--- config.mk ---
export PLATFORM = sky130hd
export DESIGN_NAME = speed_avg_calc
export DESIGN_NICKNAME = d
export VERILOG_FILES = /design/src/rtl/speed_avg_calc.sv
export SDC_FILE = /design/constraint.sdc
export NUM_CORES = 1
export LEC_CHECK = 0
export BUFFER_PORTS_ARGS = -buffer_cell sky130_fd_sc_hd__buf_4
export CAP_MARGIN = 20
export CORE_ASPECT_RATIO = 0.75
export CORE_UTILIZATION = 40
export CTS_CLUSTER_SIZE = 12
export DETAILED_ROUTE_END_ITERATION = 12
export GPL_ROUTABILITY_DRIVEN = 0
export PLACE_DENSITY = 0.59
export SYNTH_ARGS = -nofsm -noshare
export SYNTH_HDL_FRONTEND = slang
export SYNTH_SLANG_ARGS = --single-unit
--- constraint.sdc ---
create_clock -name clk -period 7.6 [get_ports clk]
set_clock_uncertainty 0.15 [all_clocks]
set_input_delay 1.52 -clock clk [delete_from_list [all_inputs] [get_ports clk]]
set_output_delay 1.52 -clock clk [all_outputs]
set_load 0.02 [all_outputs]
--- src/rtl/speed_avg_calc.sv ---
// Wheel speed from a moving average of reed-switch periods, with bounce rejection,
// stop detection and a request/busy/ready handshake to a shared external divider.
module speed_avg_calc #(
    parameter int          CNT_W      = 16,
    parameter int          SPEED_W    = 7,
    parameter int          AVG_DEPTH  = 4,
    parameter logic [15:0] CONST      = 16'h49BA,
    parameter int          SPEED_MAX  = 99,
    parameter int          TIMEOUT    = 4000,
    parameter int          MIN_PERIOD = 8
) (
    input  logic               clk,
    input  logic               rst,
    input  logic               en,
    input  logic               reed,
    input  logic [7:0]         circ,
    input  logic               start,
    input  logic               div_busy,
    input  logic               div_ready,
    input  logic [CNT_W-1:0]   div_result,
    output logic               div_req,
    output logic [CNT_W-1:0]   div_dividend,
    output logic [CNT_W-1:0]   div_divisor,
    output logic [SPEED_W-1:0] speed,
    output logic               valid,
    output logic               stalled
);
    localparam int AW     = $clog2(AVG_DEPTH);
    localparam int SUM_W  = CNT_W + AW;
    localparam int FILL_W = $clog2(AVG_DEPTH + 1);
    localparam int PROD_W = CNT_W + 8;
    localparam logic [CNT_W-1:0] CNT_MAX = '1;

    typedef enum logic [2:0] {IDLE, DONE0, REQ, WBUSY, WDONE} state_t;

    logic [CNT_W-1:0]  cnt_q;
    logic              reed_q;
    logic [CNT_W-1:0]  samp_q [AVG_DEPTH];
    logic [AW-1:0]     wr_ptr_q;
    logic [SUM_W-1:0]  sum_q;
    logic [FILL_W-1:0] fill_q;
    logic [CNT_W-1:0]  last_q;
    logic              stalled_q;

    logic              sample_accept;
    logic [CNT_W-1:0]  divisor_now;
    logic [CNT_W-1:0]  dividend_now;
    logic [SPEED_W-1:0] speed_sat;

    state_t            state_q, state_d;
    logic [SPEED_W-1:0] speed_q, speed_d;
    logic              valid_q, valid_d;
    logic              req_q, req_d;
    logic [CNT_W-1:0]  dividend_q, dividend_d;
    logic [CNT_W-1:0]  divisor_q, divisor_d;

    // Short periods are contact bounce: the edge is dropped and counting carries on.
    assign sample_accept = reed && !reed_q && (cnt_q >= CNT_W'(MIN_PERIOD));

    always_ff @(posedge clk) begin
        if (rst) begin
            cnt_q     <= '0;
            reed_q    <= 1'b0;
            wr_ptr_q  <= '0;
            sum_q     <= '0;
            fill_q    <= '0;
            last_q    <= '0;
            stalled_q <= 1'b0;
            for (int i = 0; i < AVG_DEPTH; i++) begin
                samp_q[i] <= '0;
            end
        end else begin
            reed_q    <= reed;
            stalled_q <= (cnt_q > CNT_W'(TIMEOUT));
            if (sample_accept) begin
                samp_q[wr_ptr_q] <= cnt_q;
                sum_q            <= sum_q + SUM_W'(cnt_q) - SUM_W'(samp_q[wr_ptr_q]);
                wr_ptr_q         <= wr_ptr_q + AW'(1);
                last_q           <= cnt_q;
                if (fill_q != FILL_W'(AVG_DEPTH)) begin
                    fill_q <= fill_q + FILL_W'(1);
                end
                cnt_q <= '0;
            end else if (en && (cnt_q != CNT_MAX)) begin
                cnt_q <= cnt_q + CNT_W'(1);
            end
        end
    end

    // Until the window is full the latest period stands in for the average.
    assign divisor_now  = (fill_q == FILL_W'(AVG_DEPTH)) ? CNT_W'(sum_q >> AW) : last_q;
    assign dividend_now = CNT_W'((PROD_W'(circ) * PROD_W'(CONST)) >> 8);
    assign speed_sat    = (div_result > CNT_W'(SPEED_MAX)) ? SPEED_W'(SPEED_MAX)
                                                           : div_result[SPEED_W-1:0];

    always_ff @(posedge clk) begin
        if (rst) begin
            state_q    <= IDLE;
            speed_q    <= '0;
            valid_q    <= 1'b0;
            req_q      <= 1'b0;
            dividend_q <= '0;
            divisor_q  <= '0;
        end else begin
            state_q    <= state_d;
            speed_q    <= speed_d;
            valid_q    <= valid_d;
            req_q      <= req_d;
            dividend_q <= dividend_d;
            divisor_q  <= divisor_d;
        end
    end

    always_comb begin
        state_d    = state_q;
        speed_d    = speed_q;
        valid_d    = valid_q;
        req_d      = 1'b0;
        dividend_d = dividend_q;
        divisor_d  = divisor_q;
        unique case (state_q)
            IDLE: begin
                if (start) begin
                    valid_d = 1'b0;
                    state_d = (stalled_q || (fill_q == '0)) ? DONE0 : REQ;
                end
            end
            DONE0: begin
                speed_d = '0;
                valid_d = 1'b1;
                state_d = IDLE;
            end
            REQ: begin
                if (divisor_now == '0) begin
                    speed_d = SPEED_W'(SPEED_MAX);
                    valid_d = 1'b1;
                    state_d = IDLE;
                end else if (!div_busy) begin
                    dividend_d = dividend_now;
                    divisor_d  = divisor_now;
                    req_d      = 1'b1;
                    state_d    = WBUSY;
                end
            end
            WBUSY: begin
                if (div_busy) begin
                    state_d = WDONE;
                end
            end
            WDONE: begin
                if (div_ready) begin
                    speed_d = speed_sat;
                    valid_d = 1'b1;
                    state_d = IDLE;
                end
            end
            default: state_d = IDLE;
        endcase
    end

    assign div_req      = req_q;
    assign div_dividend = dividend_q;
    assign div_divisor  = divisor_q;
    assign speed        = speed_q;
    assign valid        = valid_q;
    assign stalled      = stalled_q;
endmodule

==> impl_metrics.tcl, run 1 <==
set metrics [dict create \
    status "complete, no violations" \
    ys_types 83 \
    tightest_slew_ps 1016 \
    cts.repair.resized 0 \
    synth_top_family_by_area "simple AND/OR/NAND/NOR gates" \
    endpoint_kind "flop" \
    grt.total_usage_pct 20.84 \
    route.detailed.drc 0 \
    netlist_area_sq_um 10350 \
    mostFrequentLayoutCell "inv_1" \
    power_density_nw_per_um2 205.7 \
    dpl_cell_area_sq_um 11100 \
    clock_tree.root_cell "clkbuf_16" \
    wl_per_cell_microns 18.15 \
    cp.arrival_ps 5790 \
    cts_setup_buffers 0 \
    port_buffers 71 \
    netlist_top_cells_area "dfxtp_1 (20%), edfxtp_1 (19%), ha_1 (8.7%), fa_1 (7.9%), inv_1 (4.9%)" \
    vias_per_cell 5.423 \
    start_util_pct 41.15 \
    grt_start_max_net_pins 70 \
    synth_warnings 0 \
    synth_fa_ha_area_share_pct 16.64 \
    synth_xor_area_share_pct 2.624 \
    postCtsHoldBufs 0 \
    cts.reportedPaths.clkPinSlew_ps 70 \
    die-area_sq_um 26530 \
    place_ws_ps 1607 \
    synth_top_area_cell "dfxtp_1" \
    synth_top_area_share_pct 19.73 \
    firstDrtPassIters 5 \
    crit_path_cell_trace "buf_4 -> fa_1 -> inv_1 -> fa_1 -> inv_1 -> fa_1 -> inv_1 -> fa_1 -> inv_1 -> ha_1 -> a21o_1 -> a221o_1 -> a221oi_1 -> a21boi_1 -> nand3b_1 -> a21oi_1" \
    num_vias 7890 \
    n_fill_cell 2382 \
    synthMuxAreaShare_pct 4.123 \
    hold_class "reg2reg" \
    path_buf_inv 5 \
    cts_buffers 17 \
    synth.yosys.seq_area_share_pct 38.30 \
    crit_family "adder cells" \
    n_antenna_cell 0 \
    grt_util_met2_pct 29.26 \
    max_freq_ghz 0.1793 \
    syn_area_per_cell_sq_um 9.763 \
    clkLatencyLatePin_ps 430 \
    synthCells 1060 \
    syn-num-nets 1204 \
    area.growth.synth_to_final_pct 12.69 \
    worst_slack_ps 2023 \
    crit_type "in2reg" \
    max_slew_margin_pct 31.67 \
    core.rowCount 50 \
    p_leak_nw 4.811 \
    cts_buffer_depth 2 \
    grt_pass1_vias 7630 \
    fin_nets 1248 \
    synth_compound_area_share_pct 12.53 \
    die_w_microns 187.7 \
    grt_pass1_wl_mm 42.91 \
    fin_crit_sh_pct 73.38 \
    final_cell_mix "inv_1 (136), dfxtp_1 (102), nand2_1 (81)" \
    vdd_ir_drop_max_uv 151.2 \
    drt_iter0_markers 570 \
    use_met1_pct 32.30 \
    finalSetupViolCount 0 \
    cp-start-kind "primary input" \
    htree_num_levels 4 \
    final_antenna_net_count 0 \
    final-max-slew-violation-count 0 \
    async_flop_share_pct 0 \
    ys.flop_type "dfxtp_1" \
    hold_viol_final 0 \
    fin_cells 1455 \
    post-dp-hpwl_mm 19.77 \
    cpMaxStageDelayCell "fa_1" \
    die_y_microns 141.3 \
    post-route-min-period_ps 5577 \
    grt_busiest_layer "met1" \
    antenna_found_initial 0 \
    dp_cells 1423 \
    synth_enable_flop_cells 64 \
    routed_wl_mm 26.40 \
    crit_fanout 6 \
    whs_ps 303.1 \
    clock_sinks 166 \
    rsz0062_at_grt "false" \
    cts_tree "yes" \
    core_sq_um 25150 \
    critPathRequiredTime_ps 7810 \
    drive_above_1_share_pct 13.16 \
    tns_ps 0 \
    final_cell_area_sq_um 11660 \
    met3_usage_pct 5.120 \
    ys_ff_latch 166 \
    drv_cap 0 \
    slowest_delay_ps 530 \
    synth_simple_gate_area_share_pct 18.14 \
    overflow 0 \
    ioPinCount 73 \
]
[metrics by stage]
stage	power, mW	util, %
after global routing	2.532	46.37
final	2.399	46.37
after floorplan	1.435	-
after CTS	2.410	46.37
after global placement	1.565	44.14
after detailed placement	1.563	44.14
[path summary, 6_finish.rpt]
| path | slack, ps | cells past startpoint | start | to |
|---|---|---|---|---|
| setup reg to reg | 3430 | 9 | flop | sum_q[16] |
| setup / recovery | 2020 | 16 | circ[5] | div_dividend[8] |
| hold reg to reg | 300 | 2 | speed[4] | speed[4] |
| hold / removal | 300 | 2 | speed[4] | speed[4] |
[worst min-delay path: stages (launching register included)]
cell and delay, ps:
dfxtp_1 310, nand2_1 50, a21oi_1 50
[final cells by class]
type,count,area (sq um),share of cell area [%]
Multi-Input combinational cell,703,5604,48.05
Inverter,136,510.5,4.377
Clock inverter,10,106.4,0.9119
Clock buffer,22,454.2,3.894
Sequential cell,166,3964,33.99
Timing Repair Buffer,80,600.6,5.150
Tap cell,338,422.9,3.626
[state kept, by name, summed over array words and instances, names as in the netlist, named ones only]
name          count
last_q           16
samp_q           64
cnt_q            16
sum_q            18
div_divisor      16
stalled           1
div_dividend     15
reed_q            1
speed             7
fill_q            3
wr_ptr_q          2
state_q           3
div_req           1
valid             1
[cell families (layout without fill, tap and decap cells)]
family,count (synthesis),count (layout)
buffers and inverters,191,248
XOR/XNOR,31,31
adder cells (fa/ha/maj),113,113
AND/OR/NAND/NOR,358,358
flip-flops,166,166
multiplexers,22,22
other,1,1
AO/OA/AOI/OAI,178,178
[power breakdown]
part | total [mW] | switching (mW) | internal, mW
clock network | 0.845 | 0.356 | 0.489
registers | 0.942 | 0.00678 | 0.936
logic | 0.612 | 0.365 | 0.247
[routing by layer]
metal  share of wire [%]  vias up
li1                    -     3827
met1                  52     3833
met2                  41      218
met3                 6.5       12
met4                0.52        0
met5                   0        -
[Yosys cell counts, drive strengths merged, types with 3 or more instances]
master / number
inv: 136
dfxtp: 102
nand2: 84
ha: 72
edfxtp: 64
nor2: 62
a21oi: 52
fa: 41
nand3: 41
nor4: 38
and2: 35
nor3: 35
buf: 31
xnor2: 27
a21o: 25
clkbuf: 24
a311oi: 18
mux4: 16
o21ai: 16
nand4: 11
a31oi: 9
and3: 9
o211ai: 9
o21a: 8
nand2b: 7
nand3b: 7
or2: 6
nor2b: 5
o311ai: 5
or3: 5
mux2i: 4
xor2: 4
a211oi: 3
a21boi: 3
a22oi: 3
and4: 3
nor4b: 3
o2111ai: 3
o21bai: 3
Power figures use the tool's default switching activity.
==> inputs of run 2 (changes only) <==
- ABC_AREA: unset -> 1
- PLACE_DENSITY: 0.59 -> 0.61
- clock period: 7.6 -> 4.7 ns (I/O delays scaled with it)
==> run 2 against run 1 <==
  * Synthesized cell count grew 29%
  * Non-clock buffer count is 18 higher
  * Total power is 71% higher
  * Critical endpoint is now div_dividend[5]
==> impl_metrics.tcl, run 2 <==
set metrics [dict create \
    start_util_pct 40.63 \
    final_antenna_net_count 0 \
    ys_ff_latch 166 \
    antenna_found_initial 0 \
    overflow 0 \
    synth_top_area_share_pct 19.40 \
    synth_most_common_cell "nand2_1" \
    worst_slack_ps 223.9 \
    post-route-min-period_ps 4476 \
    cts_tree "yes" \
    cts_setup_buffers 0 \
    syn-num-nets 1509 \
    syn_area_per_cell_sq_um 7.712 \
    cts.reportedPaths.clkPinSlew_ps 60 \
    netlist_area_sq_um 10530 \
    port_buffers 71 \
    ys_types 43 \
    final_cell_mix "nand2_1 (318), inv_1 (219), nor2_1 (151)" \
    post-route-util_pct 46.45 \
    swShare_pct 33.55 \
    clkLatencyLatePin_ps 430 \
    clock_sinks 166 \
    clkPwrFrac_pct 32.7 \
    p_leak_nw 5.772 \
    yosys-top-cells-count "nand2_1 (318), inv_1 (219), nor2_1 (152)" \
    place_ws_ps -226.7 \
    endpoint_kind "flop" \
    power_density_nw_per_um2 341.0 \
    postCtsHoldBufs 0 \
    area.growth.synth_to_final_pct 14.32 \
    cts.repair.resized 0 \
    die-area_sq_um 26980 \
    route.detailed.drc 0 \
    htree_num_levels 4 \
    grt_pass1_vias 8513 \
    cp.arrival_ps 4650 \
    synth_enable_flop_cells 64 \
    clock_tree.root_cell "clkbuf_16" \
    ioPinCount 73 \
    synth_top_area_cell "dfxtp_1" \
    crit_path_cell_trace "buf_4 -> fa_1 -> inv_1 -> fa_1 -> inv_1 -> fa_1 -> inv_1 -> fa_1 -> inv_1 -> ha_1 -> a21o_1 -> a21oi_1 -> nand2_1 -> nand2_1 -> nand2_1 -> xor2_1 -> o21a_1" \
    p_comb_share_pct 29.7 \
    largestRegisters "samp_q x64, sum_q x18" \
    mostFrequentLayoutCell "nand2_1" \
    largest_reg_flops 64 \
    pwr-share-seq_pct 37.6 \
    wl_per_cell_microns 15.54 \
    drv_cap 0 \
    cpMaxStageDelayCell "fa_1" \
    slowest_delay_ps 540 \
    fin_nets 1586 \
    critPathRequiredTime_ps 4870 \
    whs_ps 299.8 \
    firstDrtPassIters 8 \
    fin_crit_sh_pct 95.24 \
    hold_class "reg2reg" \
    core.rowCount 51 \
    cts_buffers 17 \
    synth_warnings 0 \
    grt_pass1_wl_mm 45.17 \
    vdd_ir_drop_max_uv 204.2 \
    crit_type "in2reg" \
    async_flop_share_pct 0 \
    max_slew_margin_pct 38.48 \
    synthCells 1365 \
    rsz0062_at_grt "false" \
    die_y_microns 142.5 \
    power_switching_mw 1.377 \
    status "complete, no violations" \
    die_w_microns 189.3 \
    post-dp-hpwl_mm 21.26 \
    drive_above_1_share_pct 9.966 \
    cts_buffer_depth 2 \
    core_sq_um 25910 \
    n_antenna_cell 0 \
    num_vias 9063 \
    regMostFlops "samp_q" \
    tightest_slew_ps 920.6 \
    hold_viol_final 0 \
    grt.total_usage_pct 21.36 \
    grt_start_max_net_pins 33 \
    finalSetupViolCount 0 \
    synth.yosys.seq_area_share_pct 37.66 \
    netlist_top_cells_area "dfxtp_1 (19%), edfxtp_1 (18%), nand2_1 (11%), ha_1 (8.6%), inv_1 (7.8%)" \
    final-max-slew-violation-count 0 \
    ys.flop_type "dfxtp_1" \
    drt_iter0_markers 999 \
    max_freq_ghz 0.2234 \
    internal_power_mw 2.727 \
    crit_fanout 5 \
    routed_wl_mm 27.96 \
    vias_per_cell 5.038 \
    cp-start-kind "primary input" \
]
run 2: cell types whose count changed in the layout (fill, tap and decap cells not counted), sizes merged, moves of 18 or more:
cell    before  now
a311oi      18    0
a21oi       52   84
o21ai       16   77
nor2        62  155
nand2       84  323
xnor2       27    4
inv        136  227
nor4        38    6
o22ai        0   24
and2        35    2
buf         80   98
a21o        25    5
run 2: cell families after synthesis:
kind of cell,count (synthesis),synth area share (%)
xor gates and xnor gates,21,1.747
AOI/OAI and AO/OA,211,10.94
buffers and inverters,263,9.961
and+or+nand+nor,590,23.31
DFF,166,37.66
other,1,0.03562
adders and majority gates,113,16.36
run 2: final timing paths:
kind,startpoint,to,slack (ps),cells after the start
worst min-delay path,last_q[2],last_q[2],300,2
worst min register to register,last_q[2],last_q[2],300,2
worst max register to register,flop,sum_q[12],880,18
worst max-delay path,circ[5],div_dividend[5],220,17
run 2: stage by stage:
step           TNS (ps)  total power [mW]  area (sq um)  std cells
2_1_floorplan         0             2.407         10530       1365
3_3_place_gp      -1026             2.774         11490       1767
3_5_place_dp      -1444             2.778         11490       1767
4_1_cts               0             4.113         12030       1799
5_1_grt               0             4.349         12030       1799
6_report              0             4.104         12030       1799
run 2: cell type report:
type                    instances  area [sq um]
fillers                      2658         13870
clock buffers                  20         457.9
clock inverters                12         90.09
repair buffers                 98         735.7
flip-flops and latches        166          3964
multi-input cells             936          5517
well taps                     344         430.4
inverters                     223         839.6
run 2: worst max-delay path, delay by kind of cell:
family | cells | cell delay [ps]
AND/OR/NAND/NOR | 3 | 250
adder cells (fa/ha/maj) | 5 | 2450
AO/OA/AOI/OAI | 3 | 500
XOR/XNOR | 1 | 160
buffers and inverters | 5 | 330
run 2: power groups by stage:
stage	registers [mW]	clock network [mW]	logic [mW]
final	1.54	1.34	1.22
after global routing	1.55	1.42	1.39
after CTS	1.54	1.36	1.21
after detailed placement	1.57	0	1.20
after global placement	1.57	0	1.20
after floorplan	1.59	0	0.821
run 2: routing by layer:
metal / global-route usage [%] / routed length (microns) / vias up
li1: - / - / 4539
met1: 31.48 / 14090 / 4246
met2: 32.14 / 11870 / 237
met3: 3.550 / 1434 / 41
met4: 5.645 / 565 / 0
met5: 0 / 0 / -
==> inputs of run 3 (changes only) <==
- BUFFER_PORTS_ARGS: -buffer_cell sky130_fd_sc_hd__buf_4 -> unset
- DONT_BUFFER_PORTS: unset -> 1
- HOLD_SLACK_MARGIN: unset -> 0.06
- PLACE_DENSITY: 0.61 -> 0.58
==> run 3 against run 2 <==
  * Sequential power is essentially flat
  * Die area is the same
  * Core utilization shrank 2.3 points
  * Non-clock buffer count shrank 77
  * Routed wire length grew 3.8%
  * Hold slack lost 1.7 ps
  * Critical path type unchanged
==> impl_metrics.tcl, run 3 (synthesis results as in run 2) <==
set metrics [dict create \
    crit_family "adder cells" \
    final_antenna_net_count 0 \
    endpoint_kind "flop" \
    cp-start-kind "primary input" \
    antenna_found_initial 0 \
    rsz0062_at_grt "false" \
    area.growth.synth_to_final_pct 8.748 \
    cts_tree "yes" \
    path_buf_inv 4 \
    die_y_microns 142.5 \
    clock_tree.root_cell "clkbuf_16" \
    p_total_mw 4.016 \
    dp_cells 1690 \
    status "complete, no violations" \
    max_freq_ghz 0.2334 \
    drive_above_1_share_pct 4.717 \
    start_util_pct 40.63 \
    overflow 0 \
    cp.arrival_ps 4460 \
    clock_sinks 166 \
    vdd_ir_drop_max_uv 251.8 \
    regMostFlops "samp_q" \
    tightest_slew_ps 1069 \
    n_fill_cell 2624 \
    postCtsHoldBufs 0 \
    ioPinCount 73 \
    port_buffers 0 \
    core.rowCount 51 \
    post-dp-hpwl_mm 21.85 \
    routed_wl_mm 29.02 \
    slowest_delay_ps 530 \
    grt_start_max_net_pins 33 \
    htree_num_levels 4 \
    firstDrtPassIters 5 \
    mostFrequentLayoutCell "nand2_1" \
    largest_reg_flops 64 \
    drt_iter0_markers 794 \
    grt.total_usage_pct 21.94 \
    p_leak_nw 5.372 \
    cts_buffer_depth 2 \
    n_antenna_cell 0 \
    fin_cells 1722 \
    crit_fanout 6 \
    cts_setup_buffers 0 \
    finalSetupViolCount 0 \
    route.detailed.drc 0 \
    drv_cap 0 \
    core_sq_um 25910 \
    grt_pass1_wl_mm 45.33 \
    fin_crit_sh_pct 91.16 \
    crit_path_cell_trace "fa_1 -> inv_1 -> fa_1 -> inv_1 -> fa_1 -> inv_1 -> fa_1 -> inv_1 -> ha_1 -> a21o_1 -> a21oi_1 -> nand2_1 -> nand2_1 -> nand2_1 -> xor2_1 -> o21a_1" \
    wl_per_cell_microns 16.85 \
    hold_class "reg2reg" \
    die-area_sq_um 26980 \
    cts_buffers 17 \
    num_vias 8870 \
    fin_nets 1509 \
    grt_pass1_vias 8095 \
    post-route-min-period_ps 4284 \
    cts.repair.resized 0 \
    post-route-util_pct 44.19 \
    final_cell_mix "nand2_1 (318), inv_1 (219), nor2_1 (151)" \
    cpMaxStageDelayCell "fa_1" \
    cts.reportedPaths.clkPinSlew_ps 60 \
    hold_viol_final 0 \
    clkLatencyLatePin_ps 440 \
    final-max-slew-violation-count 0 \
    die_w_microns 189.3 \
    critPathRequiredTime_ps 4880 \
    vias_per_cell 5.151 \
    power_density_nw_per_um2 350.8 \
    crit_type "in2reg" \
    max_slew_margin_pct 28.74 \
    largestRegisters "samp_q x64, sum_q x18" \
]
==> run 3: layer usage <==
layer	global-route usage, %	up-vias	routed length (microns)
met4	5.985	0	420
met2	31.93	299	12280
li1	-	4373	-
met5	0	-	0
met1	33.05	4172	14260
met3	3.748	26	2055
==> run 3: worst register-to-register path: cells and delay by family, from the launching register on <==
family | cells | cell delay (ps)
AOI/OAI and AO/OA | 4 | 880
adders and majority gates | 2 | 1010
buffers and inverters | 1 | 520
DFF | 1 | 310
and+or+nand+nor | 8 | 750
==> run 3: path summary, 6_finish.rpt <==
path	slack, ps	cells after the start	end	from
max	420	16	div_dividend[5]	circ[5]
min reg2reg	300	2	last_q[12]	last_q[12]
min	300	2	last_q[12]	last_q[12]
max reg2reg	940	15	sum_q[12]	flop
==> run 3: area by class of cell <==
type | count | area (sq um) | area share [%]
Clock buffer | 19 | 432.9 | 3.782
Clock inverter | 13 | 106.4 | 0.9291
Inverter | 223 | 839.6 | 7.334
Multi-Input combinational cell | 936 | 5517 | 48.19
Sequential cell | 166 | 3964 | 34.63
Tap cell | 344 | 430.4 | 3.760
Timing Repair Buffer | 21 | 157.7 | 1.377
==> run 3: stage by stage <==
stage	worst slack [ps]	instance area [sq um]	TNS (ps)	hold slack (ps)
after floorplan	76.95	10530	0	269.1
after global placement	-22.91	10910	-36.09	283.6
after detailed placement	-31.39	10910	-42.58	283.9
after CTS	423.9	11450	0	299.6
after global routing	200.2	11450	0	311.6
final	415.6	11450	0	298.1
==> run 3: power breakdown <==
part / switching [mW] / internal [mW]
Combinational: 0.711 / 0.429
Sequential: 0.0330 / 1.53
Clock: 0.592 / 0.725
